$ cat src/rtl/mmio_uart_tx.sv
// Memory-mapped 8N1 serial transmitter: DATA stores feed a byte FIFO that a
// serializer drains LSB first; STATUS loads report FIFO/serializer state.
module mmio_uart_tx #(
  parameter int unsigned CLKS_PER_BIT = 16,
  parameter int unsigned FIFO_DEPTH   = 4,
  parameter logic [31:0] ADDR_DATA    = 32'h0000_0100,
  parameter logic [31:0] ADDR_STATUS  = 32'h0000_0104
) (
  input  logic        clk,
  input  logic        rst,
  input  logic        we,
  input  logic        re,
  input  logic [31:0] addr,
  input  logic [31:0] wdata,
  output logic [31:0] rdata,
  output logic        tx,
  output logic        busy
);

  localparam int unsigned BCW = $clog2(CLKS_PER_BIT);
  localparam int unsigned PW  = $clog2(FIFO_DEPTH);
  localparam logic [BCW-1:0] BC_LAST  = BCW'(CLKS_PER_BIT - 1);
  localparam logic [BCW-1:0] BC_ONE   = BCW'(1);
  localparam logic [PW:0]    CNT_FULL = (PW+1)'(FIFO_DEPTH);
  localparam logic [PW:0]    CNT_ONE  = (PW+1)'(1);
  localparam logic [PW-1:0]  PTR_ONE  = PW'(1);

  typedef enum logic [1:0] {S_IDLE, S_START, S_DATA, S_STOP} state_e;

  state_e        state_q;
  logic [7:0]    mem_q [FIFO_DEPTH];
  logic [PW-1:0] wp_q, rp_q;
  logic [PW:0]   cnt_q, cnt_d;
  logic          ovf_q, ovf_d;
  logic [7:0]    sh_q;
  logic [BCW-1:0] bc_q;
  logic [2:0]    bi_q;
  logic          tx_q;
  logic [31:0]   rdata_q;

  logic empty, full, tx_active, push, push_ok, pop, bit_end, stat_rd;
  logic unused_wdata;

  assign empty     = (cnt_q == '0);
  assign full      = (cnt_q == CNT_FULL);
  assign tx_active = (state_q != S_IDLE);
  assign bit_end   = (bc_q == BC_LAST);
  assign push      = we && (addr == ADDR_DATA);
  assign stat_rd   = re && (addr == ADDR_STATUS);
  assign pop       = !empty && ((state_q == S_IDLE) || ((state_q == S_STOP) && bit_end));
  // A full FIFO still accepts a byte when the serializer pops on the same edge.
  assign push_ok   = push && (!full || pop);
  assign unused_wdata = ^wdata[31:8];

  assign tx    = tx_q;
  assign busy  = tx_active | ~empty;
  assign rdata = rdata_q;

  always_comb begin
    cnt_d = cnt_q;
    if (push_ok && !pop)      cnt_d = cnt_q + CNT_ONE;
    else if (pop && !push_ok) cnt_d = cnt_q - CNT_ONE;
    ovf_d = (ovf_q && !stat_rd) || (push && !push_ok);
  end

  always_ff @(posedge clk) begin
    if (push_ok) mem_q[wp_q] <= wdata[7:0];
  end

  always_ff @(posedge clk) begin
    if (!rst) begin
      wp_q    <= '0;
      rp_q    <= '0;
      cnt_q   <= '0;
      ovf_q   <= 1'b0;
      rdata_q <= '0;
    end else begin
      if (push_ok) wp_q <= wp_q + PTR_ONE;
      if (pop)     rp_q <= rp_q + PTR_ONE;
      cnt_q <= cnt_d;
      ovf_q <= ovf_d;
      if (re) rdata_q <= stat_rd ? {27'b0, ovf_q, full, empty, tx_active, busy} : '0;
    end
  end

  always_ff @(posedge clk) begin
    if (!rst) begin
      state_q <= S_IDLE;
      sh_q    <= '0;
      bc_q    <= '0;
      bi_q    <= '0;
      tx_q    <= 1'b1;
    end else begin
      case (state_q)
        S_IDLE: begin
          if (pop) begin
            sh_q    <= mem_q[rp_q];
            bc_q    <= '0;
            bi_q    <= '0;
            tx_q    <= 1'b0;
            state_q <= S_START;
          end
        end
        S_START: begin
          if (bit_end) begin
            bc_q    <= '0;
            tx_q    <= sh_q[0];
            state_q <= S_DATA;
          end else begin
            bc_q <= bc_q + BC_ONE;
          end
        end
        S_DATA: begin
          if (bit_end) begin
            bc_q <= '0;
            sh_q <= {1'b0, sh_q[7:1]};
            if (bi_q == 3'd7) begin
              tx_q    <= 1'b1;
              state_q <= S_STOP;
            end else begin
              bi_q <= bi_q + 3'd1;
              tx_q <= sh_q[1];
            end
          end else begin
            bc_q <= bc_q + BC_ONE;
          end
        end
        S_STOP: begin
          if (bit_end) begin
            bc_q <= '0;
            if (pop) begin
              sh_q    <= mem_q[rp_q];
              bi_q    <= '0;
              tx_q    <= 1'b0;
              state_q <= S_START;
            end else begin
              tx_q    <= 1'b1;
              state_q <= S_IDLE;
            end
          end else begin
            bc_q <= bc_q + BC_ONE;
          end
        end
        default: begin
          tx_q    <= 1'b1;
          state_q <= S_IDLE;
        end
      endcase
    end
  end

endmodule

$ cat config.mk
export PLATFORM = sky130hd
export DESIGN_NAME = mmio_uart_tx
export DESIGN_NICKNAME = d
export VERILOG_FILES = /design/src/rtl/mmio_uart_tx.sv
export SDC_FILE = /design/constraint.sdc
export NUM_CORES = 1
export LEC_CHECK = 0
export CORE_ASPECT_RATIO = 1.1
export CORE_UTILIZATION = 42
export DETAILED_ROUTE_END_ITERATION = 10
export GPL_ROUTABILITY_DRIVEN = 0
export PLACE_DENSITY_LB_ADDON = 0.3
export SLEW_MARGIN = 20
export SYNTH_ARGS = -nofsm -noshare
export SYNTH_HDL_FRONTEND = slang
export SYNTH_SLANG_ARGS = --single-unit
$ cat constraint.sdc
create_clock -name clk -period 2.4 [get_ports clk]
set_clock_uncertainty 0.1 [all_clocks]
set_input_delay 0.24 -clock clk [delete_from_list [all_inputs] [get_ports clk]]
set_output_delay 0.24 -clock clk [all_outputs]
set_load 0.02 [all_outputs]
Word level (Yosys, flattened, before mapping) --
Memories as Yosys holds them, arrays and structs flattened. A register that Yosys moved wholly into a read port is not among the register bits. Cells that the tools add are included.
Word-level totals: bits in registers 58, memories 1, memory bits (writable) 32, input port bits 68
Memory list:
- mem_q | words 4, bits a word 8, read ports 1, clocked after memory_dff 1, wr ports 1, line 31 | logic [7:0] mem_q [FIFO_DEPTH];
Cells by class: mux-type cells 33, bitwise gates (word level) 2, equality and inequality tests 14, add/subtract/negate cells 6, reductions and logical operators 27
Operator list (count):
- $eq 32x9->1 const B | 2
- $mux 8 | 3
- $pmux 8 s3 | 1
- $mux 3 | 6
- $mux 2 | 7
- $ne 2x2->1 const B | 6
- $logic_and 1x1->1 | 9
- $mux 1 | 9
- $pmux 3 s3 | 1
- $mux 4 | 2
- $pmux 2 s4 | 1
- $pmux 4 s2 | 1
- $reduce_and 4->1 | 2
- $add 3x1->3 const B | 2
- $eq 3x3->1 const B | 2
- $logic_not 1->1 | 5
- $mux 5 | 1
- $reduce_and 5->1 | 1
- $add 2x1->2 const B | 2
- $add 4x1->4 const B | 1
- $eq 2x2->1 const B | 2
- $eq 4x4->1 const B | 1
- $pmux 1 s4 | 1
- $reduce_bool 2->1 | 2
- other kinds (10) | 12

Depth between registers and ports, before layout --
Gate-level depths: netlist (run 1).
depth in word-level cells 10, depth in mapped cells 11, mapped depth without buffers 11

Least setup slack after synthesis (run 1) --
Ideal clock, no wire load.
path kind reg2reg, start reg state_q[0], end reg cnt_q[2], path buffers 0, arrival 2392 ps, stages on the path, launching flop included 12, setup time 71 ps, setup slack -163 ps, clock period less this slack 2563 ps, path through dfxtp_1 > inv_1 > ha_1 > a41o_1 > nor4b_4 > nor2_1 > ha_1 > inv_1 > fa_1 > xor2_1 > or3_1 > a21oi_1
Between the ends: cells in the longest elaborated chain, start to end 9
RTL lines:
- start, declared | line 30 | state_e state_q;
- start signal, assigned | line 88 | state_q <= S_IDLE;
- start signal, assigned | line 101 | state_q <= S_START;
- start signal, assigned | line 108 | state_q <= S_DATA;
- $eq 2x2->1 | line 50 | assign pop = !empty && ((state_q == S_IDLE) || ((state_q == S_STOP) && bit_end));
- $logic_and 1x1->1 | line 50
- $logic_or 1x1->1 (*) | line 50
- $logic_and 1x1->1 (*) | line 50
- $logic_or 1x1->1 (*) | line 52 | assign push_ok = push && (!full || pop);
- $logic_and 1x1->1 (*) | line 52
- via push_ok | line 41 | logic empty, full, tx_active, push, push_ok, pop, bit_end, stat_rd;
- $logic_not 1->1 | line 62 | else if (pop && !push_ok) cnt_d = cnt_q - CNT_ONE;
- $logic_and 1x1->1 | line 62
- $reduce_bool 2->1 (no source line)
- end signal, assigned | line 80 | cnt_q <= cnt_d;
- end, declared | line 33 | logic [PW:0] cnt_q, cnt_d;
Mark *: on every way through the listed nets, which the timed path passes. The rest lies on a longest branch. A chain may end at the register's enable or synchronous reset.

Worst setup path in the final report (run 1) --
start reg state_q[1], end reg cnt_q[2]
Same word-level chain as after synthesis.

==> impl_summary.md, run 1 <==
Floorplanning
The starting density of the core is 43.5%. During I/O placement, the number of pins put on the boundary was between 100 and 150. The region available for standard cell placement spans 7510 um2. The total die area is about 8100 um2. The floorplan step set the die height to 94.6 um. From left edge to right edge, the die measures roughly 86 um. The number of rows in the core area is 33.

Job
Max-cap violations in this run came to 0.

Logic synthesis
Dividing the synthesized area by the synthesized cell count gives 12.1 um2. The number of warnings reported in the yosys synthesis log is 0. Counting flops with an async set or reset pin after synthesis yields a share of 0%. The dominant cell type by area after synthesis is sky130_fd_sc_hd__edfxtp_1. Yosys mapped a number of flops with a built-in enable equal to 32. The post-synthesis cell type count is 52.

Among all flip-flop cells after synthesis, the most frequent one is sky130_fd_sc_hd__dfxtp_1. The fraction of post-synthesis cell area in the top cell type by area is 29.4%. The flip-flop and latch count after synthesis is 65. The synthesized netlist occupies a cell area of 3270 um2. Sorting the synthesized cells by area gives the leading types as sky130_fd_sc_hd__edfxtp_1, sky130_fd_sc_hd__dfxtp_1, sky130_fd_sc_hd__buf_4. The fraction of the yosys area taken by sequential cells is 49.6%. In the synthesized netlist, the number of instances is 271.

Routing
The detailed-route wire length per cell is 15.2 um. The number of nets with antenna violations after routing is 0. The number of remaining DRC errors is 0. Using the TritonRoute via totals, the vias-per-cell ratio works out to 5.04. Detailed routing inserted a total of 2354 vias.

The number of iterations in the first detailed-routing pass is 4. Summed over all layers, the routed wires come to 7.11 mm. For this block, the initial DRC count from the detailed router was 116.

Layout
The final cell utilization of the core is 59.3%. The area growth from synthesis to layout is 36.1%. Leaving out fill and tap cells, the most frequent cells in the layout are sky130_fd_sc_hd__buf_4, sky130_fd_sc_hd__edfxtp_1, sky130_fd_sc_hd__dlymetal6s2s_1. The post-route cell area is 4450 um2. The repair_antennas step left the layout with diodes totalling 0. The net count of the finished layout is 440. The multi-input combinational cells in the finished layout cover a total of 1560 um2.

The area occupied by registers is 1630 um2. Of the cells placed in the final design, the portion with a size suffix greater than 1 is 27.6%. The filler cell count is 596. The most common cell after layout, fill and taps aside is sky130_fd_sc_hd__buf_4.

Min path
In this run the worst hold path is classified as register to register.

Clock network
The cell sitting at the root of the clock tree is a sky130_fd_sc_hd__clkbuf_8. The clock-pin slew reported for the worst setup and hold paths after clock tree synthesis is 0.09 ns. The largest buffer count on any clock path is 2. TritonCTS built the clock tree. The level count of the clock H-tree is 3. The number of sinks handled by clock tree synthesis is 65. In this run, post-CTS hold repair placed 0 buffers. TritonCTS created 9 clock buffers.

The later pin in the worst-skew pair is clocked with a latency of between 0.3 and 0.4 ns.

STA
The final period utilization is 102%. Setup repair after global routing could not meet its margin everywhere. The worst pin sits at a relative slew slack of 61.7%. The max-slew violation count is 0. The count of final hold-check violations is 0.

Final hold analysis gives a worst-case slack of roughly 0.36 ns. The slew at the pin with the worst max-slew slack is between 0.5 and 0.6 ns. The highest clock rate is 408 MHz. After layout, the minimum clock period comes to 2.45 ns. The number of failing setup endpoints in the final timing report is 1. The worst setup slack after layout is -0.0527 ns.

Critical path
Along the worst path, the maximum fanout reaches 4. STA classifies the critical path startpoint as a register. The critical path data required time is 2.58 ns. The worst setup path is captured at a register. The arrival time at the worst endpoint is 2.63 ns. The kind of critical path is register to register.

Global route
Summed over all layers, the global routing overflow is 0. The wire length of the first global-routing pass is around 11 mm. The number of global-route vias before repair is 2267. Entering global routing, the biggest net connects 16 pins. The initial antenna violation count is 0. The all-layer global routing usage is approximately 18%.

Power and ir drop
The power density relative to cell area is 963 nW/um2. The maximum ir drop on the vdd rail is 0.550 mV. The leakage power is 1.99 nW.

Status
The checks that failed: setup timing. The flow ran to the end, but the final reports show violations.

Placement
Once detailed placement completed, the half-perimeter wirelength came to ~4.6 mm. After detailed placement, the total cell area comes to 3910 um2. The port buffer count is 50.
-- where the power goes --
part / switching, mW / internal [mW] / total [mW]
registers: 0.101 / 1.29 / 1.39
clock network: 0.483 / 0.606 / 1.09
logic: 0.930 / 0.874 / 1.80
-- routing by layer --
metal	global-route usage [%]	routed length [um]
met5	0	0
met4	6.53	113
met3	4.02	237
met2	28.7	3590
met1	22.7	3170
-- registers in the layout (all words and copies together), names as in the netlist, named ones only --
register  count
rp_q          2
bc_q          4
state_q       2
wp_q          2
tx            1
rdata         5
mem_q        32
ovf_q         1
cnt_q         3
sh_q          8
bi_q          3
-- worst paths after layout --
check | startpoint | end | slack (ns) | cells past startpoint
max | state_q[1] | cnt_q[2] | -0.05 | 10
min | bc_q[1] | bc_q[1] | 0.36 | 2
min reg2reg | bc_q[1] | bc_q[1] | 0.36 | 2
max reg2reg | state_q[1] | cnt_q[2] | -0.05 | 10
-- stage by stage --
| stage | std cells | setup TNS (ns) | worst slack (ns) | power (mW) |
|---|---|---|---|---|
| final | 467 | -0.0527 | -0.0527 | 4.29 |
| after global routing | 467 | -0.113 | -0.113 | 4.54 |
| after CTS | 457 | -0.0320 | -0.0320 | 4.20 |
| after detailed placement | 438 | -0.945 | -0.556 | 3.06 |
| after global placement | 438 | -0.603 | -0.452 | 3.04 |
| after floorplan | 297 | 0 | 0.0125 | 2.66 |
-- logic make-up after synthesis --
logic type / share of synthesized area, %
other: 0.115
DFF: 49.6
muxes: 8.26
buffers and inverters: 9.71
xor gates and xnor gates: 1.07
adders and majority gates: 5.97
AOI/OAI and AO/OA: 10.7
and+or+nand+nor: 14.6
-- cells in the mapped netlist (all sizes together) (6+ instances only) --
master and number:
ha 14, a21oi 10, o21ai 6, nand2 10, buf 34, edfxtp 32, o211a 7, nand3 7
mux4 8, dfxtp 33, mux2i 9, nor4 10, nor2 15, inv 8, o211ai 6
-- critical path: stages, from the launching register on --
cell and delay (ns):
sky130_fd_sc_hd__dfxtp_4 0.37, sky130_fd_sc_hd__ha_2 0.19, sky130_fd_sc_hd__a41o_4 0.26, sky130_fd_sc_hd__nor4b_4 0.06, sky130_fd_sc_hd__nor2_1 0.11, sky130_fd_sc_hd__ha_2 0.19
sky130_fd_sc_hd__inv_2 0.04, sky130_fd_sc_hd__fa_2 0.37, sky130_fd_sc_hd__xor2_2 0.18, sky130_fd_sc_hd__or3_1 0.38, sky130_fd_sc_hd__a21oi_2 0.11
-- area by class of cell --
type / count / share of cell area (%)
Clock buffer: 9 / 2.78
Clock inverter: 7 / 2.42
Inverter: 10 / 0.843
Multi-Input combinational cell: 183 / 35.1
Sequential cell: 65 / 36.6
Tap cell: 105 / 2.95
Timing Repair Buffer: 88 / 19.3
-- what timing repair did --
action,4_1_cts,5_1_grt
resized for setup,10,48
buffers inserted,3,10
gates cloned,0,0
pin swaps,7,18
setup endpoints to repair,2,9
No activity file was read; power rests on OpenSTA's default activity.
==> inputs of run 2 (changes only) <==
- CELL_PAD_IN_SITES_DETAIL_PLACEMENT: default -> 0
- CELL_PAD_IN_SITES_GLOBAL_PLACEMENT: default -> 2
- CORE_UTILIZATION: 42 -> 27
- PLACE_DENSITY: default -> 0.79
- PLACE_DENSITY_LB_ADDON: 0.3 -> default
==> run 2 against run 1 <==
The flow now finishes without violations. Cell area fell by 0.90%. Sequential share of layout area rose by 0.30 points. Core utilization fell by 21 points. Largest cell class unchanged. Non-clock buffer count fell by 7. Via count fell by 1.7%. Routed wire length fell by 6.4%. Final cell count rose by 8.1%. Worst setup slack improved by 0.17 ns.
==> impl_summary.md, run 2 (synthesis results as in run 1) <==
Clock network
The insertion delay to the later sink of the worst-skew pair is 0.33 ns (was 0.35 ns). The TritonCTS clock tree is built (unchanged). The number of buffers added by the clock tree synthesis step is 9 (unchanged). The clock-pin slew reported for the worst setup and hold paths after clock tree synthesis is 0.06 ns (was 0.09 ns). The level count of the clock H-tree came to 3 (unchanged). The cell chosen for the clock root is sky130_fd_sc_hd__clkbuf_16 (was sky130_fd_sc_hd__clkbuf_8). The largest buffer count on any clock path was 2 (unchanged). The number of sinks handled by clock tree synthesis was 65 (unchanged).

Power and ir drop
The switching power of the nets is 1.50 mW (was 1.51 mW). The maximum ir drop on the vdd rail came to 0.482 mV (was 0.550 mV). The leakage power is 1.79 nW (was 1.99 nW). The power density relative to cell area came to 1030 nW/um2 (was 963 nW/um2).

The combinational share of power was 38.3% (was 42.1%). The fraction of power consumed by sequential logic was 31.0% (was 32.5%). The relative contribution of the clock network to total power was 30.7% (was 25.4%). The overall power consumption came to 4.54 mW (was 4.29 mW). The switching part of the total was 33.1% (was 35.3%).

The internal power of the cells is 3.04 mW (was 2.77 mW).

Routing
The via-per-instance ratio is 4.58 (was 5.04). The total number of vias was 2314 (was 2354). The final routed wirelength across all metal layers came to 6.66 mm (was 7.11 mm). The number of remaining DRC errors is 0 (unchanged). The initial DRC count was 109 (was 116). The detailed-route wire length per cell came to 13.2 um (was 15.2 um).

The number of iterations in the first detailed-routing pass came to 4 (unchanged). The number of nets with antenna violations after routing is 0 (unchanged).

Critical path
The kind of critical path is input port to register (was register to register). The highest fanout seen on the critical path is 2 (was 4). The kind of start point of the critical path is an input port (was register). The length in cells of the worst reg-to-reg path is 11 (was 10). The critical path capture point type is a register (unchanged). The arrival time at the worst endpoint is 2.45 ns (was 2.63 ns). The critical path data required time came to 2.57 ns (was 2.58 ns).

Floorplanning
The die height is 117 um (was 94.6 um). The total die area is 12600 um2 (was 8150 um2). The number of rows in the core area is 41 (was 33).

The x dimension of the die is 107 um (was 86.2 um). The starting density of the core is 28.1% (was 43.5%). The number of top-level pins is 102 (unchanged). The core outline area is 11600 um2 (was 7510 um2).

Min path
The classification of the worst-slack hold path is input port to register (was register to register). The number of stages on the worst hold path came to 5 (was 2).

Placement
The port buffer count is 50 (unchanged). The pre-CTS worst setup slack was -0.490 ns (was -0.556 ns). The cell count after placement came to 486 (was 438).

The post-DP HPWL is 4.85 mm (was 4.59 mm).

Status
Status: finished, final reports clean (was finished, violations left).

Layout
Commonest cells after routing, fill and taps aside: sky130_fd_sc_hd__edfxtp_1, sky130_fd_sc_hd__buf_4, sky130_fd_sc_hd__dfxtp_1 (was sky130_fd_sc_hd__buf_4, sky130_fd_sc_hd__edfxtp_1, sky130_fd_sc_hd__dlymetal6s2s_1). The net count of the finished layout is 433 (was 440). The most common cell after layout, fill and taps aside was sky130_fd_sc_hd__edfxtp_1 (was sky130_fd_sc_hd__buf_4). The final standard cell count with taps included and fillers excluded is 505 (was 467).

The antenna cell count is 0 (unchanged). The largest register by flop count is mem_q (unchanged). The share of cells above drive strength 1 is 24.8% (was 27.6%).

The signed area change from the synthesized netlist to the final layout was 34.9% (was 36.1%). The flip-flop count of the largest register after layout is 32 (unchanged).

STA
The number of failing setup endpoints in the final timing report is 0 (was 1). The worst slew margin relative to its limit is 58.6% (was 61.7%). The final critical delay including setup and external delays is 2.28 ns (was 2.45 ns). The final period utilization is 95.1% (was 102%). Setup repair after global routing missed its margin: false (was true).

The max-slew violation count came to 0 (unchanged). The count of final hold-check violations is 0 (unchanged). The minimum hold slack came to 0.365 ns (was 0.364 ns).

The setup TNS came to 0 ns (was -0.0527 ns). The slew at the pin with the worst max-slew slack is 0.618 ns (was 0.571 ns). The highest clock rate is 438 MHz (was 408 MHz). The worst setup slack after layout is 0.118 ns (was -0.0527 ns).

Global route
The maximum number of pins on one net before global-route repair is 16 (unchanged). The all-layer global routing usage is 11.6% (was 17.5%). The initial antenna violation count is 0 (unchanged). The number of global-route vias before repair is 2343 (was 2267).

The leftover overflow at the end of global routing is 0 (unchanged). The wire length of the first global-routing pass is 11.2 mm (was 11.0 mm).

Job
The number of maximum-capacitance violations is 0 (unchanged).
run 2: cell types whose count changed in the layout (fill, tap and decap cells not counted), moves of 2 or more:
cell,change
sky130_fd_sc_hd__buf_4,-7
sky130_fd_sc_hd__clkbuf_16,+9
sky130_fd_sc_hd__clkbuf_8,-9
sky130_fd_sc_hd__clkdlybuf4s50_1,+3
sky130_fd_sc_hd__dlygate4sd2_1,+22
sky130_fd_sc_hd__dlymetal6s2s_1,-25
sky130_fd_sc_hd__inv_8,-2
sky130_fd_sc_hd__nor4_2,+3
sky130_fd_sc_hd__nor4_4,-3
run 2: worst max-delay path, cell delays in order:
cell,delay (ns)
sky130_fd_sc_hd__clkdlybuf4s50_1,0.41
sky130_fd_sc_hd__nor3_2,0.20
sky130_fd_sc_hd__and4_1,0.25
sky130_fd_sc_hd__nand3_2,0.10
sky130_fd_sc_hd__nor2_2,0.12
sky130_fd_sc_hd__ha_2,0.19
sky130_fd_sc_hd__inv_2,0.04
sky130_fd_sc_hd__fa_2,0.32
sky130_fd_sc_hd__xor2_1,0.15
sky130_fd_sc_hd__or3_1,0.30
sky130_fd_sc_hd__a21oi_1,0.14
run 2: timing repair:
action | CTS | global route
hold buffers | 0 | 0
buffers inserted | 2 | 1
hold endpoints to repair | 0 | 0
pin swaps | 17 | 15
setup endpoints to repair | 1 | 9
cloned | 0 | 0
resized for setup | 39 | 8
run 2: metal layers:
layer / track usage (%) / part of all wire, %
met1: 13.6 / 43
met4: 5.91 / 1.9
met2: 18.9 / 50
met5: 0 / 0
met3: 3.38 / 4.6
run 2: per-stage QoR:
stage / cell area (um2) / util [%]
after floorplan: 3370 / -
after global placement: 3990 / 34.3
after detailed placement: 3990 / 34.3
after CTS: 4380 / 37.6
after global routing: 4410 / 37.9
final: 4410 / 37.9
run 2: cell type report:
cell class / instances / area, um2
Clock inverter: 7 / 93.8
Sequential cell: 65 / 1630
Fill cell: 1157 / 7230
Inverter: 10 / 37.5
Tap cell: 150 / 188
Timing Repair Buffer: 81 / 718
Clock buffer: 9 / 225
Multi-Input combinational cell: 183 / 1520
run 2: final timing paths:
kind / startpoint / end / slack, ns
setup / recovery: addr[26] / cnt_q[2] / 0.12
hold / removal: addr[5] / wp_q[0] / 0.37
setup reg to reg: state_q[0] / cnt_q[2] / 0.12
hold reg to reg: sh_q[7] / sh_q[7] / 0.37
run 2: power groups by stage:
stage          registers, mW  clock network (mW)  logic (mW)
2_1_floorplan           1.38                   0        1.28
3_3_place_gp            1.42                   0        1.68
3_5_place_dp            1.42                   0        1.69
4_1_cts                 1.41                1.43        1.75
5_1_grt                 1.42                1.47        1.92
6_report                1.40                1.39        1.74
==> inputs of run 3 (changes only) <==
- CORE_MARGIN: default -> 4
- HOLD_SLACK_MARGIN: default -> 0.08
==> run 3 against run 2 <==
The run now ends with setup timing left. Sequential share of layout area down 1.5 points. Largest power group unchanged. Hold slack worse by 0.036 ns. Register-to-register slack worse by 0.098 ns. Critical path depth unchanged. Count of clock-buffer cells in the layout unchanged. Global-route usage down 1.1 points. Non-clock buffer count up 8. Core utilization up 1.6 points. Final cell count up 1.6%. First-iteration DRC count down 39%. Via count up 0.82%. Critical path type unchanged. Power up 2.6%. Largest cell class unchanged.
==> impl_summary.md, run 3 (synthesis results as in run 1) <==
Min path
The launch instance of the worst min-delay path is addr[12] (was addr[5]). The number of stages on the worst hold path is 5 (unchanged). The classification of the worst-slack hold path is input port to register (unchanged). The hold path endpoint is ovf_q (was wp_q[0]).

Layout
The share of cells above drive strength 1 is 27.0% (was 24.8%). Commonest cells after routing, fill and taps aside: sky130_fd_sc_hd__buf_4, sky130_fd_sc_hd__edfxtp_1, sky130_fd_sc_hd__dfxtp_1 (was sky130_fd_sc_hd__edfxtp_1, sky130_fd_sc_hd__buf_4, sky130_fd_sc_hd__dfxtp_1). The net count of the finished layout is 441 (was 433). The flip-flop count of the largest register after layout is 32 (unchanged). The largest register by flop count was mem_q (unchanged). The post-route cell area was 4600 um2 (was 4410 um2). The final cell utilization of the core was 39.5% (was 37.9%).

The signed area change from the synthesized netlist to the final layout came to 40.6% (was 34.9%). The most common cell after layout, fill and taps aside is sky130_fd_sc_hd__buf_4 (was sky130_fd_sc_hd__edfxtp_1). The antenna cell count is 0 (unchanged).

STA
The highest clock rate is 411 MHz (was 438 MHz). The worst slew margin relative to its limit came to 58.4% (was 58.6%). The max-slew violation count came to 0 (unchanged). Setup repair after global routing missed its margin: true (was false). The slew at the pin with the worst max-slew slack came to 0.620 ns (was 0.618 ns). The count of final hold-check violations is 0 (unchanged).

The number of failing setup endpoints in the final timing report is 1 (was 0). The worst setup slack after layout is -0.0345 ns (was 0.118 ns). The final period utilization came to 101% (was 95.1%). The final critical delay including setup and external delays is 2.43 ns (was 2.28 ns). The minimum hold slack was 0.329 ns (was 0.365 ns).

Clock network
The largest buffer count on any clock path came to 2 (unchanged). The count of hold-fix buffers inserted at cts is 0 (unchanged). The number of sinks handled by clock tree synthesis is 65 (unchanged).

The TritonCTS clock tree is built (unchanged). The number of buffers added by the clock tree synthesis step is 9 (unchanged). The insertion delay to the later sink of the worst-skew pair is 0.33 ns (about the same). The clock-pin slew reported for the worst setup and hold paths after clock tree synthesis is 0.05 ns (was 0.06 ns). The cell chosen for the clock root was sky130_fd_sc_hd__clkbuf_16 (unchanged). The level count of the clock H-tree came to 3 (unchanged).

Placement
The post-DP HPWL was 5.06 mm (was 4.85 mm). The port buffer count came to 50 (unchanged). The area after detailed placement came to 4000 um2 (was 3990 um2).

Global route
The maximum number of pins on one net before global-route repair is 16 (unchanged). The leftover overflow at the end of global routing is 0 (unchanged). The global-route layer with the greatest usage is met2 (unchanged).

The met3 track demand over resource is 3.18% (was 3.38%). The wire length of the first global-routing pass is 11.4 mm (was 11.2 mm). The all-layer global routing usage is 10.4% (was 11.6%). The met1 demand-to-capacity share in global routing is 12.2% (was 13.6%). The initial antenna violation count came to 0 (unchanged). The number of global-route vias before repair is 2351 (was 2343). The met2 global-route usage is 17.6% (was 18.9%).

Critical path
The arrival time at the worst endpoint is 2.60 ns (was 2.45 ns). The critical path capture point type is a register (unchanged). The buffers plus inverters on the worst setup path came to 2 (unchanged).

The kind of start point of the critical path was an input port (unchanged). The critical path data required time is 2.57 ns (about the same). The slack of the worst reg-to-reg path is 0.02 ns (was 0.12 ns). The cell with the biggest individual delay on the critical path is sky130_fd_sc_hd__clkdlybuf4s50_1 (unchanged). The delay of the slowest cell on the worst path is 0.44 ns (was 0.41 ns).

The highest fanout seen on the critical path came to 2 (unchanged). The category of cells accounting for the largest share of critical-path delay is simple AND/OR/NAND/NOR gates (unchanged). The startpoint of the most critical register-to-register path is state_q[0] (unchanged).

The length in cells of the worst reg-to-reg path is 11 (unchanged). The kind of critical path is input port to register (unchanged). The worst flop-to-flop path endpoint is cnt_q[2] (unchanged). Cell breakdown of the critical path: clkdlybuf4s50_1 -> nor3_2 -> and4_1 -> nand3_2 -> nor2_2 -> ha_2 -> inv_2 -> fa_2 -> xor2_1 -> or3_1 -> a21oi_2 (was clkdlybuf4s50_1 -> nor3_2 -> and4_1 -> nand3_2 -> nor2_2 -> ha_2 -> inv_2 -> fa_2 -> xor2_1 -> or3_1 -> a21oi_1).

Floorplanning
The die height came to 123 um (was 117 um). The number of top-level pins is 102 (unchanged). The x dimension of the die came to 113 um (was 107 um). The starting density of the core was 28.1% (unchanged). The number of rows in the core area was 41 (unchanged). The total die area was 13900 um2 (was 12600 um2). The core outline area was 11600 um2 (unchanged).

Routing
The via-per-instance ratio came to 4.55 (was 4.58). The total number of vias is 2333 (was 2314). The number of remaining DRC errors is 0 (unchanged).

The detailed-route wire length per cell is 14.0 um (was 13.2 um). The number of nets with antenna violations after routing is 0 (unchanged). The initial DRC count is 66 (was 109). The number of iterations in the first detailed-routing pass is 4 (unchanged). The final routed wirelength across all metal layers is 7.19 mm (was 6.66 mm).

Power and ir drop
The power density relative to cell area is 1010 nW/um2 (was 1030 nW/um2). The leakage power came to 2.01 nW (was 1.79 nW). The maximum ir drop on the vdd rail is 0.468 mV (was 0.482 mV). The overall power consumption is 4.66 mW (was 4.54 mW).

Job
The number of maximum-capacitance violations is 0 (unchanged).

Status
The final reports fail on setup timing. Status: finished, violations left (was finished, final reports clean).
run 3: area by class of cell:
class                   instances  area (um2)
flip-flops and latches         65        1630
multi-input cells             183        1560
fillers                      1112        7040
repair buffers                 89         860
clock inverters                 7        98.8
well taps                     150         188
clock buffers                   9         225
inverters                      10        42.5
run 3: per-layer routing:
layer	routed length, um	vias to the layer above
met5	0	-
met4	140	0
met3	347	9
met2	3630	62
met1	3080	1112
li1	-	1150
run 3: repair_timing:
action,in CTS,in global routing
setup buffers,2,8
pin swaps,5,18
gates resized for setup,10,46
setup endpoints to repair,1,11
run 3: metrics by stage:
step	setup WS, ns	cells	TNS, ns
floorplan	0.0125	297	0
global placement	-0.464	487	-0.631
detailed placement	-0.517	487	-1.60
global route	-0.171	513	-0.171
CTS	0.00623	505	0
finish	-0.0345	513	-0.0345
run 3: how the worst max path moves through the flow:
stage | endpoint | from | slack, ns | depth (start not counted)
after floorplan | cnt_q[2] | state_q[0] | 0.01 | 11
after global placement | cnt_q[2] | addr[13] | -0.46 | 11
after detailed placement | cnt_q[2] | addr[11] | -0.52 | 11
after CTS | cnt_q[2] | addr[0] | 0.006 | 11
after global routing | cnt_q[2] | addr[29] | -0.17 | 11
final | cnt_q[2] | addr[29] | -0.03 | 11
run 3: tightest hold or removal path: stages:
cell and delay (ns):
sky130_fd_sc_hd__dlymetal6s2s_1 0.09, sky130_fd_sc_hd__nor4_2 0.06, sky130_fd_sc_hd__and4_1 0.17, sky130_fd_sc_hd__nand4_1 0.09, sky130_fd_sc_hd__a21oi_1 0.05
run 3: power breakdown:
part           leakage (nW)  internal (mW)  switching, mW
Clock                 0.159          0.919          0.504
Combinational          1.29          0.885          0.953
Sequential            0.558           1.29          0.104
==> RTL change 1: new RTL, config.mk and constraints of run 3 <==
Add an input register stage for `we`, `re`, `addr` and `wdata`, without a reset; this delays them by one clock.
--- a/src/rtl/mmio_uart_tx.sv
+++ b/src/rtl/mmio_uart_tx.sv
@@ -27,6 +27,18 @@
 
   typedef enum logic [1:0] {S_IDLE, S_START, S_DATA, S_STOP} state_e;
 
+  logic we_q;
+  logic re_q;
+  logic [31:0] addr_q;
+  logic [31:0] wdata_q;
+
+  always_ff @(posedge clk) begin
+    we_q    <= we;
+    re_q    <= re;
+    addr_q  <= addr;
+    wdata_q <= wdata;
+  end
+
   state_e        state_q;
   logic [7:0]    mem_q [FIFO_DEPTH];
   logic [PW-1:0] wp_q, rp_q;
@@ -45,12 +57,12 @@
   assign full      = (cnt_q == CNT_FULL);
   assign tx_active = (state_q != S_IDLE);
   assign bit_end   = (bc_q == BC_LAST);
-  assign push      = we && (addr == ADDR_DATA);
-  assign stat_rd   = re && (addr == ADDR_STATUS);
+  assign push      = we_q && (addr_q == ADDR_DATA);
+  assign stat_rd   = re_q && (addr_q == ADDR_STATUS);
   assign pop       = !empty && ((state_q == S_IDLE) || ((state_q == S_STOP) && bit_end));
   // A full FIFO still accepts a byte when the serializer pops on the same edge.
   assign push_ok   = push && (!full || pop);
-  assign unused_wdata = ^wdata[31:8];
+  assign unused_wdata = ^wdata_q[31:8];
 
   assign tx    = tx_q;
   assign busy  = tx_active | ~empty;
@@ -64,7 +76,7 @@
   end
 
   always_ff @(posedge clk) begin
-    if (push_ok) mem_q[wp_q] <= wdata[7:0];
+    if (push_ok) mem_q[wp_q] <= wdata_q[7:0];
   end
 
   always_ff @(posedge clk) begin
@@ -79,7 +91,7 @@
       if (pop)     rp_q <= rp_q + PTR_ONE;
       cnt_q <= cnt_d;
       ovf_q <= ovf_d;
-      if (re) rdata_q <= stat_rd ? {27'b0, ovf_q, full, empty, tx_active, busy} : '0;
+      if (re_q) rdata_q <= stat_rd ? {27'b0, ovf_q, full, empty, tx_active, busy} : '0;
     end
   end
 
Formal check against the unedited RTL: not equivalent (Yosys sat finds a counterexample within 4 cycles, from zero or initial values and one cycle with rst low).
==> RTL change 1 against run 3 <==
  * Power up 13%
  * Design area is 12% higher
  * Clock power increased by 6%
  * Setup slack gained 0.046 ns
  * Global-route usage decreased by 1.6 points
  * Critical path depth down 2
  * Die area up 22%
  * Area after synthesis grew 23%
  * Wire length shrank 0.83%
  * Sequential cell count up 42
  * Critical path type is now reg -> reg
  * Critical endpoint unchanged
  * Largest cell class unchanged
==> RTL change 1: results (changes against run 3) <==
Max stage delay cell, worst path -> fa_2 (was clkdlybuf4s50_1)
pin count of the biggest net entering global routing -> 20 (was 16)
top post-synthesis cells by count -> dfxtp_1 (75), edfxtp_1 (32), buf_4 (27) (was dfxtp_1 (33), edfxtp_1 (32), buf_4 (27))
clock buffer depth -> 2 (unchanged)
Net Sw Frac -> 31.5% (was 33.5%)
clk slew on worst S/H paths -> 0.07 ns (was 0.05 ns)
grt met3 use -> 2.59% (was 3.18%)
Arrival @ worst endpoint -> 2.57 ns (was 2.60 ns)
CTS Root Cell -> clkbuf_16 (unchanged)
vias -> 2382 (was 2333)
fill count -> 1454 (was 1112)
met2 usage -> 15.9% (was 17.6%)
Lkg Pwr -> 1.95 nW (was 2.01 nW)
first-pass GRT wire length -> 11.9 mm (was 11.4 mm)
sequential share of the synthesized area -> 61.1% (was 49.6%)
Slew @ Worst Pin -> 0.542 ns (was 0.620 ns)
Largest stage delay, worst path -> 0.33 ns (was 0.44 ns)
Nets -> 458 (was 441)
maximum VDD drop -> 0.385 mV (was 0.468 mV)
vias in the first global route -> 2489 (was 2351)
DR DRC count -> 0 (unchanged)
WL final -> 7.13 mm (was 7.19 mm)
GRT Overall Usage -> 8.82% (was 10.4%)
top post-synthesis cells by area -> dfxtp_1 (37%), edfxtp_1 (24%), buf_4 (5.0%) (was edfxtp_1 (29%), dfxtp_1 (20%), buf_4 (6.2%))
Unique masters post-synth -> 50 (was 52)
pre-CTS WS -> -0.0428 ns (was -0.517 ns)
initial DRC count -> 86 (was 66)
Placed Instance Area -> 4800 µm² (was 4000 µm²)
met1 GRT Util -> 9.96% (was 12.2%)
share of cells above drive strength 1 -> 19.7% (was 27.0%)
run status -> finished clean (was finished, violations left)
==> RTL change 1: stage by stage <==
| stage | instances | TNS, ns |
|---|---|---|
| floorplan | 330 | -0.110 |
| global placement | 555 | 0 |
| detailed placement | 555 | -0.0428 |
| CTS | 572 | -0.0328 |
| global route | 573 | -0.124 |
| finish | 573 | 0 |
==> RTL change 1: worst paths after layout <==
kind	slack (ns)	from	endpoint	cells after the start
max	0.01	addr_q[11]	cnt_q[2]	9
min	0.24	wdata[5]	wdata_q[5]	1
max reg2reg	0.01	addr_q[11]	cnt_q[2]	9
min reg2reg	0.37	bi_q[1]	bi_q[1]	2
==> RTL change 1: area by class of cell <==
type | count | area [µm²] | area share, %
clock buffers | 9 | 225 | 4.38
flip-flops and latches | 107 | 2470 | 48.1
multi-input cells | 178 | 1430 | 27.9
well taps | 192 | 240 | 4.67
repair buffers | 69 | 643 | 12.5
inverters | 11 | 43.8 | 0.852
clock inverters | 7 | 85.1 | 1.66
==> RTL change 1: power by group through the flow <==
stage | logic (W) | registers (W) | clock network [W]
after floorplan | 0.00117 | 0.00217 | 0
after global placement | 0.00153 | 0.00222 | 0
after detailed placement | 0.00155 | 0.00222 | 0
after CTS | 0.00156 | 0.00218 | 0.00155
after global routing | 0.00175 | 0.00221 | 0.00161
final | 0.00156 | 0.00218 | 0.00151
==> RTL change 1: repair_timing <==
| item | in CTS | in global routing |
|---|---|---|
| setup buffers | 1 | 1 |
| pin swaps | 3 | 3 |
| endpoints found under the hold margin | 0 | 0 |
| endpoints found under the setup margin | 2 | 1 |
| gates resized for setup | 3 | 2 |
==> RTL change 1: logic make-up (layout without fill, tap and decap cells) <==
| logic type | Yosys count | in the layout | share of synthesized area [%] |
|---|---|---|---|
| AOI/OAI and AO/OA | 46 | 46 | 8.29 |
| and+or+nand+nor | 69 | 69 | 11.2 |
| muxes | 18 | 18 | 6.95 |
| buffers and inverters | 45 | 96 | 6.95 |
| DFF | 107 | 107 | 61.1 |
| adders and majority gates | 14 | 14 | 4.53 |
| other | 1 | 27 | 0.0930 |
| xor gates and xnor gates | 4 | 4 | 0.869 |
==> RTL change 1: layer usage <==
layer / vias up / wire length, µm / part of all wire [%]
met5: - / 0 / 0
met4: 0 / 94 / 1.3
met3: 7 / 368 / 5.2
met2: 62 / 3680 / 52
met1: 1121 / 2990 / 42
li1: 1192 / - / -
==> RTL change 1: worst reg2reg max path: cells and delay by family, from the launching register on <==
family,cells,cell delay [ns]
adders and majority gates,2,0.54
buffers and inverters,1,0.05
xor gates and xnor gates,1,0.17
and+or+nand+nor,4,1.02
AOI/OAI and AO/OA,1,0.13
DFF,1,0.32
==> RTL change 2: new RTL, flow settings as in run 3 <==
Made on the original files. `FIFO_DEPTH`: 4 -> 2.
--- a/src/rtl/mmio_uart_tx.sv
+++ b/src/rtl/mmio_uart_tx.sv
@@ -2,7 +2,7 @@
 // serializer drains LSB first; STATUS loads report FIFO/serializer state.
 module mmio_uart_tx #(
   parameter int unsigned CLKS_PER_BIT = 16,
-  parameter int unsigned FIFO_DEPTH   = 4,
+  parameter int unsigned FIFO_DEPTH   = 2,
   parameter logic [31:0] ADDR_DATA    = 32'h0000_0100,
   parameter logic [31:0] ADDR_STATUS  = 32'h0000_0104
 ) (
Behaviour: not the same (a bounded check fails within 10 cycles, from zero or initial values and one cycle with rst low).
==> RTL change 2 against run 3 <==
  * Power fell by 50%
  * Sequential power fell by 32%
  * Global-route usage fell by 1.1 points
  * Sequential cell count fell by 20
  * Register-to-register slack improved by 0.19 ns
  * Wire length fell by 31%
  * Fmax rose by 9.6%
  * Setup slack improved by 0.21 ns
  * Design area fell by 33%
  * Combinational power fell by 54%
  * Non-clock buffer count fell by 23
  * Area after synthesis fell by 28%
  * Largest power group is now sequential cells
==> RTL change 2: results (changes against run 3) <==
run status -> finished clean (was finished, violations left)
via/cell ratio -> 4.52 (was 4.55)
Post-Syn Instances -> 237 (was 271)
Power Clock -> 0.000518 W (was 0.00142 W)
mux contribution to synthesized area -> 7.25% (was 8.26%)
r2r endpoint -> cnt_q[1] (was cnt_q[2])
number of synthesized flops with an enable pin -> 16 (was 32)
xor/xnor share of the synthesized area -> 1.12% (was 1.07%)
WHS -> 0.369 ns (was 0.329 ns)
Min-Delay Path Class -> reg -> reg (was in -> reg)
met2 usage -> 17.1% (was 17.6%)
Worst setup SP type -> flip-flop (was input port)
# placed instances -> 405 (was 487)
hold_sp -> sh_q[2] (was addr[12])
vias in the first global route -> 1813 (was 2351)
Post-CTS Setup Inserts -> 0 (was 2)
GRT Overall Usage -> 9.31% (was 10.4%)
first-pass GRT wire length -> 7.74 mm (was 11.4 mm)
Max Clk Rate -> 0.450 GHz (was 0.411 GHz)
R2R depth -> 9 (was 11)
Inserted Clock Buffers -> 5 (was 9)
Clock Latency Late Sink -> 0.31 ns (was 0.33 ns)
Hold Path Stages -> 2 (was 5)
Worst Setup EP -> busy (was cnt_q[2])
Routed WL per cell -> 12.0 µm (was 14.0 µm)
PnR Total Power -> 0.00232 W (was 0.00466 W)
setup slack, reg-to-reg -> 0.21 ns (was 0.02 ns)
clk slew on worst S/H paths -> 0.09 ns (was 0.05 ns)
Synth Area in Compound Gates -> 12.2% (was 10.7%)
WL final -> 4.94 mm (was 7.19 mm)
Clock H-tree levels -> 2 (was 3)
Placed Instance Area -> 2990 µm² (was 4000 µm²)
Multi-input gate area -> 1110 µm² (was 1560 µm²)
Metal-1 WL -> 1.95 mm (was 3.08 mm)
metal2 WL -> 2.52 mm (was 3.63 mm)
met1 GRT Util -> 10.0% (was 12.2%)
top post-synthesis cells by count -> dfxtp_1 (29), nand2_1 (29), buf_4 (27) (was dfxtp_1 (33), edfxtp_1 (32), buf_4 (27))
pre-CTS WS -> 0.0377 ns (was -0.517 ns)
Endpoint, Worst Hold -> sh_q[2] (was ovf_q)
grt met3 use -> 2.32% (was 3.18%)
sequential share of the synthesized area -> 45.2% (was 49.6%)
initial DRC count -> 52 (was 66)
met3 WL post-DR -> 370 µm (was 347 µm)
Final HPWL DP -> 3.87 mm (was 5.06 mm)
peak fanout along the critical path -> 4 (was 2)
[RTL change 2: cell count changes after synthesis, moves of 3 or more]
cell,change
a32o_1,-3
buf_6,-3
dfxtp_1,-4
edfxtp_1,-16
ha_1,-4
mux2i_1,+8
mux4_2,-8
nand2_1,+19
nor2_1,-6
nor3b_1,-5
o211a_1,-6
o211ai_1,-6
o21ai_0,+7
[RTL change 2: layout make-up]
class / instances / area share, %
Inverter: 8 / 0.974
Multi-Input combinational cell: 175 / 36.0
Clock inverter: 3 / 0.933
Timing Repair Buffer: 66 / 20.9
Sequential cell: 45 / 34.4
Clock buffer: 5 / 2.23
Tap cell: 111 / 4.50
[RTL change 2: worst max-delay path, cell delays in order (launching register included)]
cell and delay [ns]:
dfxtp_1 0.38, inv_1 0.09, ha_1 0.24, nor3b_2 0.17, inv_1 0.08, clkdlybuf4s50_1 0.60
